File: src/rtl/spin_update_pkg.sv
// Shared types and helpers for the spin update sequencer and its flip decision logic.
// Defines the default row count `NUM_ROW when the build does not supply one.
`ifndef NUM_ROW
`define NUM_ROW 4
`endif

package spin_update_pkg;

  typedef enum logic [2:0] {
    S_IDLE,
    S_ISSUE,
    S_WAIT,
    S_COMMIT,
    S_SWEEP_END,
    S_DONE
  } state_e;

  localparam int NUM_SPINS_DFLT = `NUM_ROW;
  localparam int SUM_SIZE_DFLT  = 12;
  localparam int ROW_W          = $clog2(NUM_SPINS_DFLT);
  localparam int FIELD_W        = SUM_SIZE_DFLT + 1;
  localparam int SEXT_MAX       = 32;

  // Sign-extend the low w bits of v to SEXT_MAX bits.
  function automatic logic [SEXT_MAX-1:0] sext(input logic [SEXT_MAX-1:0] v, input int w);
    logic [SEXT_MAX-1:0] r;
    logic                sb;
    sb = 1'b0;
    for (int i = 0; i < SEXT_MAX; i++)
      if (i == w - 1) sb = v[i];
    for (int i = 0; i < SEXT_MAX; i++)
      r[i] = (i < w) ? v[i] : sb;
    return r;
  endfunction

endpackage

File: src/rtl/spin_update_sequencer_flip_decide.sv
// Combinational flip decision: flip when sum + noise is negative. The sum is formed
// far wider than SUM_SIZE+1 bits, so it never wraps; noise is dropped when NOISE_EN=0.
module spin_flip_decide
  import spin_update_pkg::*;
#(
  parameter int SUM_SIZE    = 12,
  parameter int NOISE_WIDTH = 8,
  parameter bit NOISE_EN    = 1'b0
) (
  input  logic [SUM_SIZE-1:0]    sum_in,
  input  logic [NOISE_WIDTH-1:0] noise_in,
  output logic                   flip
);

  logic [SEXT_MAX-1:0] sum_x;
  logic [SEXT_MAX-1:0] noise_x;

  always_comb begin
    sum_x   = sext(SEXT_MAX'(sum_in), SUM_SIZE);
    noise_x = NOISE_EN ? sext(SEXT_MAX'(noise_in), NOISE_WIDTH) : '0;
    flip    = ($signed(sum_x) + $signed(noise_x)) < 0;
  end

endmodule

File: src/rtl/spin_update_sequencer.sv
// Sequential Gauss-Seidel spin update controller feeding the row reduce adder.
// Build macro SPIN_NOISE_EN adds noise_in to the field before the flip decision.
module spin_update_sequencer
  import spin_update_pkg::*;
#(
  parameter int NUM_SPINS     = `NUM_ROW,
  parameter int SUM_SIZE      = 12,
  parameter int ADDER_LATENCY = 0,
  parameter int NOISE_WIDTH   = 8,
  parameter int MAX_SWEEPS    = 16
) (
  input  logic                             clk,
  input  logic                             rst_n,
  input  logic                             start,
  input  logic [NUM_SPINS-1:0]             spins_init,
  input  logic [SUM_SIZE-1:0]              sum_in,
  input  logic [NOISE_WIDTH-1:0]           noise_in,
  output logic [$clog2(NUM_SPINS)-1:0]     row_idx,
  output logic                             current_spin,
  output logic [NUM_SPINS-1:0]             spins,
  output logic                             busy,
  output logic                             done,
  output logic [$clog2(NUM_SPINS+1)-1:0]   flip_count,
  output logic [$clog2(MAX_SWEEPS+1)-1:0]  sweep_count
);

  localparam int RW  = $clog2(NUM_SPINS);
  localparam int FCW = $clog2(NUM_SPINS + 1);
  localparam int SCW = $clog2(MAX_SWEEPS + 1);
  localparam int LW  = (ADDER_LATENCY > 1) ? $clog2(ADDER_LATENCY) : 1;

`ifdef SPIN_NOISE_EN
  localparam bit NOISE_EN = 1'b1;
`else
  localparam bit NOISE_EN = 1'b0;
`endif

  state_e         state_q, state_d;
  logic [RW-1:0]  row_q, row_d;
  logic [LW-1:0]  lat_q, lat_d;
  logic [NUM_SPINS-1:0] spins_q, spins_d;
  logic [FCW-1:0] flips_q, flips_d;
  logic [FCW-1:0] flip_count_q, flip_count_d;
  logic [SCW-1:0] sweep_count_q, sweep_count_d;
  logic [RW-1:0]  row_idx_q, row_idx_d;
  logic           cur_spin_q, cur_spin_d;
  logic           busy_q, busy_d;
  logic           done_q, done_d;
  logic           flip;
  logic           last_sweep;

  spin_flip_decide #(
    .SUM_SIZE   (SUM_SIZE),
    .NOISE_WIDTH(NOISE_WIDTH),
    .NOISE_EN   (NOISE_EN)
  ) u_decide (
    .sum_in  (sum_in),
    .noise_in(noise_in),
    .flip    (flip)
  );

  always_comb begin
    state_d       = state_q;
    row_d         = row_q;
    lat_d         = lat_q;
    spins_d       = spins_q;
    flips_d       = flips_q;
    flip_count_d  = flip_count_q;
    sweep_count_d = sweep_count_q;
    row_idx_d     = row_idx_q;
    cur_spin_d    = cur_spin_q;
    busy_d        = busy_q;
    done_d        = 1'b0;
    last_sweep    = (flips_q == '0) || (sweep_count_q == SCW'(MAX_SWEEPS - 1));
    case (state_q)
      S_IDLE: begin
        if (start) begin
          spins_d       = spins_init;
          row_d         = '0;
          sweep_count_d = '0;
          flips_d       = '0;
          state_d       = S_ISSUE;
        end
      end
      S_ISSUE: begin
        // Operand select is frozen here and held until the row commits.
        row_idx_d  = row_q;
        cur_spin_d = spins_q[row_q];
        busy_d     = 1'b1;
        lat_d      = '0;
        state_d    = (ADDER_LATENCY == 0) ? S_COMMIT : S_WAIT;
      end
      S_WAIT: begin
        lat_d = lat_q + 1'b1;
        if (lat_q == LW'(ADDER_LATENCY - 1)) state_d = S_COMMIT;
      end
      S_COMMIT: begin
        if (flip) begin
          spins_d[row_q] = ~spins_q[row_q];
          flips_d        = flips_q + 1'b1;
        end
        if (row_q == RW'(NUM_SPINS - 1)) begin
          state_d = S_SWEEP_END;
        end else begin
          row_d   = row_q + 1'b1;
          state_d = S_ISSUE;
        end
      end
      S_SWEEP_END: begin
        flip_count_d  = flips_q;
        sweep_count_d = sweep_count_q + 1'b1;
        flips_d       = '0;
        row_d         = '0;
        if (last_sweep) begin
          busy_d  = 1'b0;
          done_d  = 1'b1;
          state_d = S_DONE;
        end else begin
          state_d = S_ISSUE;
        end
      end
      S_DONE:  state_d = S_IDLE;
      default: state_d = S_IDLE;
    endcase
  end

  always_ff @(posedge clk or negedge rst_n) begin
    if (!rst_n) begin
      state_q       <= S_IDLE;
      row_q         <= '0;
      lat_q         <= '0;
      spins_q       <= '0;
      flips_q       <= '0;
      flip_count_q  <= '0;
      sweep_count_q <= '0;
      row_idx_q     <= '0;
      cur_spin_q    <= 1'b0;
      busy_q        <= 1'b0;
      done_q        <= 1'b0;
    end else begin
      state_q       <= state_d;
      row_q         <= row_d;
      lat_q         <= lat_d;
      spins_q       <= spins_d;
      flips_q       <= flips_d;
      flip_count_q  <= flip_count_d;
      sweep_count_q <= sweep_count_d;
      row_idx_q     <= row_idx_d;
      cur_spin_q    <= cur_spin_d;
      busy_q        <= busy_d;
      done_q        <= done_d;
    end
  end

  assign row_idx      = row_idx_q;
  assign current_spin = cur_spin_q;
  assign spins        = spins_q;
  assign busy         = busy_q;
  assign done         = done_q;
  assign flip_count   = flip_count_q;
  assign sweep_count  = sweep_count_q;

endmodule
File: config.mk
export PLATFORM = sky130hd
export DESIGN_NAME = spin_update_sequencer
export DESIGN_NICKNAME = d
export VERILOG_FILES = /design/src/rtl/spin_update_pkg.sv /design/src/rtl/spin_update_sequencer_flip_decide.sv /design/src/rtl/spin_update_sequencer.sv
export SDC_FILE = /design/constraint.sdc
export NUM_CORES = 1
export LEC_CHECK = 0
export ABC_AREA = 1
export BUFFER_PORTS_ARGS = -buffer_cell sky130_fd_sc_hd__buf_2
export CORE_MARGIN = 5
export CORE_UTILIZATION = 30
export DETAILED_ROUTE_END_ITERATION = 8
export RECOVER_POWER = 25
export SETUP_SLACK_MARGIN = 0.3
export SYNTH_ARGS = -nofsm -noshare
export SYNTH_HDL_FRONTEND = slang
export SYNTH_SLANG_ARGS = --single-unit
File: constraint.sdc
create_clock -name clk -period 1.7 [get_ports clk]
set_input_delay 0.085 -clock clk [delete_from_list [all_inputs] [get_ports clk]]
set_output_delay 0.085 -clock clk [all_outputs]
set_load 0.01 [all_outputs]
# Word-level counts from Yosys, hierarchy flattened
# Cells that the tools add are included.
# classes
add_sub_neg	4
n_lt_le_gt_ge	3
eq_ne	11
muxes	26
bitwise_logic	1
n_reduce_logical	15
# op_table
operator	count
3-bit two-way mux	6
3-bit case mux with 5 select lines	1
12-bit by 1-bit < comparator with 1-bit output, second input constant	1
2-bit inequality test, second input constant	5
5-bit case mux with 2 select lines	1
3-bit case mux with 3 select lines	1
3-bit AND reduction	3
4-bit two-way mux	2
4-bit case mux with 2 select lines	1
2-bit nonzero test	4
3-bit by 2-bit equality test with 1-bit output, second input constant	2
3-bit zero test	2
2-bit case mux with 3 select lines	1
2-bit AND reduction	3
5-bit by 1-bit adder with 5-bit output, second input constant	1
5-bit by 4-bit equality test with 1-bit output, second input constant	1
1-bit two-way mux	5
5-bit two-way mux	1
4-bit bitwise mux	1
2-bit two-way mux	2
1-bit case mux with 2 select lines	2
3-bit by 1-bit adder with 3-bit output, second input constant	1
3-bit by 1-bit equality test with 1-bit output, second input constant	1
3-bit equality test, second input constant	1
other kinds (11)	11
# word_totals
reg_bits	26
in_bits	27
output_inout_bits	17
wordCells	71

# Depth between registers and ports, before layout
# logic_depth
depth_word	7
mapped_depth	9
depth_no_buf	9

# Modules after synthesis
# Synthesis repeated with hierarchy kept, for this count alone.
# unflattened
cells_unflattened	163
hier_area_um2	1353.8
# by_module_without_submodules
module	instances	cells_each	area_each_um2	seq_area_each_um2
spin_update_sequencer	1	162	1346.3	650.6
spin_flip_decide	1	1	7.5	0.0

# Worst setup path before layout
# OpenSTA, ideal clock, no wires.
# synth_path
path_type	register -> register
from	reg sweep_count_q[0], in the netlist sweep_count[0]
to	reg state_q[2]
setup_time_ps	126
t_arrival_ps	1199
t_required_ps	1574
slack_ps	375
path_stages_with_launch	9
path_buffers	0
synth_period_minus_slack_ps	1325
path_cell_list	dfrtp_1 ha_1 nand2_1 nor2_1 ha_1 a21oi_1 nor2_1 inv_1 o21ai_0
# synth_via
elab_chain_len	4
# synth_lines
item	line	rtl
from (decl)	spin_update_sequencer.sv:44	logic [SCW-1:0] sweep_count_q, sweep_count_d;
from (signal assigned)	spin_update_sequencer.sv:147	sweep_count_q <= sweep_count_d;
5-bit by 4-bit equality test with 1-bit output	spin_update_sequencer.sv:74	last_sweep = (flips_q == '0) || (sweep_count_q == SCW'(MAX_SWEEPS - 1));
1-bit logical OR	spin_update_sequencer.sv:74	
3-bit two-way mux	spin_update_sequencer.sv:114	if (last_sweep) begin
3-bit case mux with 5 select lines	spin_update_sequencer.sv:75	case (state_q)
to (signal assigned)	spin_update_sequencer.sv:141	state_q <= state_d;
to (decl)	spin_update_sequencer.sv:38	state_e state_q, state_d;
# No other way between the ends.
# A chain may end at the register's enable or synchronous reset.

# Worst setup path after layout
# layout_path
from	reg sweep_count_q[0], in the netlist sweep_count[0]
to	reg busy_q, in the netlist busy
# layout_via
elab_chain_len	4
# layout_lines
item	line	rtl
5-bit by 4-bit equality test with 1-bit output	spin_update_sequencer.sv:74	
1-bit logical OR	spin_update_sequencer.sv:74	
2-bit inequality test (no line)	--	
2-bit AND reduction (no line)	--	
to (signal assigned)	spin_update_sequencer.sv:150	busy_q <= busy_d;
to (decl)	spin_update_sequencer.sv:47	logic busy_q, busy_d;
# No other way between the ends.

==> impl_metrics.yaml <==
run_status:
  status: "finished, final reports clean"
global_routing:
  grt_pass1_wl_um: 4795
  grt_overflow: 0
  first_global_vias: 1094
  grt_max_degree: 27
  antenna_found_initial: 0
  grtUsageTotal_pct: 9.719
power_and_ir_drop:
  swShare_pct: 40.44
  switchingPower_mw: 1.062
  comb_power_share_pct: 43.0
  p_total_mw: 2.627
  clkPwrFrac_pct: 19.4
  powerDensity_nw_per_um2: 1579
  leakage_nw: 0.8625
  power_frac_seq_pct: 37.7
  internal_power_mw: 1.565
  peakVddDrop_uv: 598.4
sta:
  setup_violations: 0
  fmax_mhz: 739.3
  tns_ns: 0
  hold_viol: 0
  setup_ws_ns: 0.3474
  skew_ns: 0.007316
  timing.final.max_slew_violations: 0
  worst_pin_slew_ns: 0.6306
  rsz0062_at_grt: "yes"
  maxSlewHeadroom_pct: 57.96
  timing.final.crit_share_pct: 79.56
  min_period_ns: 1.353
  worst_hold_slack_ns: 0.07535
yosys:
  synthDistinctLibCells: 20
  yosys_warnings: 0
  syn_nets: 197
  netlist_instances: 162
  synth_seq_cells: 26
  syn_area_um2: 1346
  avgSynthCellArea_um2: 8.310
  synth.yosys.seq_area_share_pct: 48.33
floorplanning:
  core_region_area_um2: 4354
  fp.dieH_um: 76.99
  fp-row-count: 24
  ioPinCount: 44
  die_w_um: 76.99
  start_util_pct: 30.92
  die_area_um2: 5927
cts:
  cts_root_buffer: "clkbuf_8"
  cts_buffer_depth: 2
  htreeDepth: 1
  cts_buffers: 3
  insertion_delay_ns: 0.27
  clkSlewWorstSetupHoldPaths_ns: 0.09
  cts.sinks: 26
  tritoncts: "done"
worst_setup_path:
  cp-startpoint: "sweep_count[0]"
  path_class: "register to register"
  cp-start-kind: "register"
  cpPeakStageDelay_ns: 0.41
  reg2reg_slack_ns: 0.35
  crit_fanout: 4
  end_kind: "register"
  timing.rr.end: "busy"
  crit_path_frequent_cell: "nand2_1"
  r2r_cells: 9
  path_cells: "ha_2 > nand2_2 > nor2_2 > ha_1 > a21oi_1 > nor2_1 > inv_1 > nand2_1 > nand2_1"
  crit_slowest_cell: "dfrtp_1"
  worstPathArrival_ns: 1.52
  r2r_start: "sweep_count[0]"
  crit_required_ns: 1.87
finish:
  final_util_pct: 38.22
  layout_commonest_cell: "nand2_1"
  fin_area_um2: 1664
  antennaDiodeCount: 0
  area_growth_pct: 23.61
  final_cells: 248
  nets: 232
  final_cell_mix: "nand2_1, buf_2, dfrtp_1"
  drive_gt1_share_pct: 27.55
routing:
  vias_per_cell: 4.472
  ant_nets: 0
  wirelength_um: 2726
  num_vias: 1109
  wl_per_cell_um: 10.99
  dr.pass1.iters: 4
  drtIter0Drc: 33
  drcViolationCount: 0
place:
  placed_cells: 238
  pre_cts_ws_ns: 0.3097
  place.gp.congestion: 0.7400
  placed_area_um2: 1528
  io_buffer_count: 24
  dp.final_hpwl_um: 2032
worst_hold_path:
  min_from: "sum_in[11]"
  hold_class: "primary input to register"
  worstHoldEndpoint: "flips_q[1]"
  holdPathStages: 3
job:
  cap_violations: 0
synth_stat cells:
master,count,share of area (%)
o211ai_1,1,0.56
ha_1,8,7.4
buf_6,1,0.84
a21oi_1,5,1.9
nand3b_1,1,0.56
nand2_2,6,2.8
o21ai_1,1,0.37
mux2i_1,1,0.74
inv_1,18,5.0
nor2_1,13,3.6
nand2_1,47,13
o21ai_0,16,5.9
nor2_2,2,0.93
dfrtp_1,26,48
xnor2_1,1,0.65
o22ai_1,2,0.93
nand3_1,10,3.7
nand4_1,1,0.46
nand3_4,1,1.3
nor2_4,1,0.84
worst max-delay path by stage:
| stage | end | cells past startpoint |
|---|---|---|
| 2_1_floorplan | state_q[2] | 8 |
| 3_3_place_gp | spins[0] | 6 |
| 3_5_place_dp | spins[0] | 6 |
| 4_1_cts | busy | 9 |
| 5_1_grt | busy | 9 |
| 6_report | busy | 9 |
critical path, delay by kind of cell, from the launching register on:
family | cells | cell delay [ns]
AOI/OAI and AO/OA | 1 | 0.04
buffers and inverters | 1 | 0.07
adders and majority gates | 2 | 0.35
and+or+nand+nor | 5 | 0.37
DFF | 1 | 0.41
layer usage:
metal  share of wire [%]  wire [um]  global-route usage [%]
met2                  47       1288                   16.13
met4                0.66         18                   2.062
met3                 6.6        180                   4.215
met1                  45       1240                   11.67
met5                   0          0                       0
cell families after synthesis:
logic type,Yosys count,synth area share [%]
and+or+nand+nor,82,27.32
xor gates and xnor gates,1,0.6507
DFF,26,48.33
AOI/OAI and AO/OA,25,9.665
muxes,1,0.7435
adders and majority gates,8,7.435
buffers and inverters,19,5.855
timing repair:
action,CTS,global route
setup endpoints to repair,4,12
pin swaps,0,2
buffers inserted,0,5
hold endpoints to repair,26,0
hold buffers,1,0
resized for setup,1,10
registers in the layout, indices dropped and copies added, names as in the netlist:
signal / count
current_spin: 1
row_q: 2
spins: 4
state_q: 3
lat_q: 1
flip_count: 3
done: 1
flips_q: 3
row_idx: 2
busy: 1
sweep_count: 5
power by group through the flow:
stage,logic [mW],registers (mW),clock network (mW)
after floorplan,0.772,1.02,0
after global placement,1.10,0.992,0
after detailed placement,1.11,0.994,0
after CTS,1.12,0.985,0.528
after global routing,1.31,1.02,0.557
final,1.13,0.989,0.509
area by class of cell:
| cell class | instances | area (um2) |
|---|---|---|
| inverters | 18 | 67.56 |
| multi-input cells | 117 | 629.4 |
| well taps | 52 | 65.06 |
| clock buffers | 3 | 41.29 |
| flip-flops and latches | 26 | 655.6 |
| fillers | 468 | 2690 |
| repair buffers | 31 | 175.2 |
| clock inverters | 1 | 30.03 |
No activity file was read; power rests on OpenSTA's default activity.
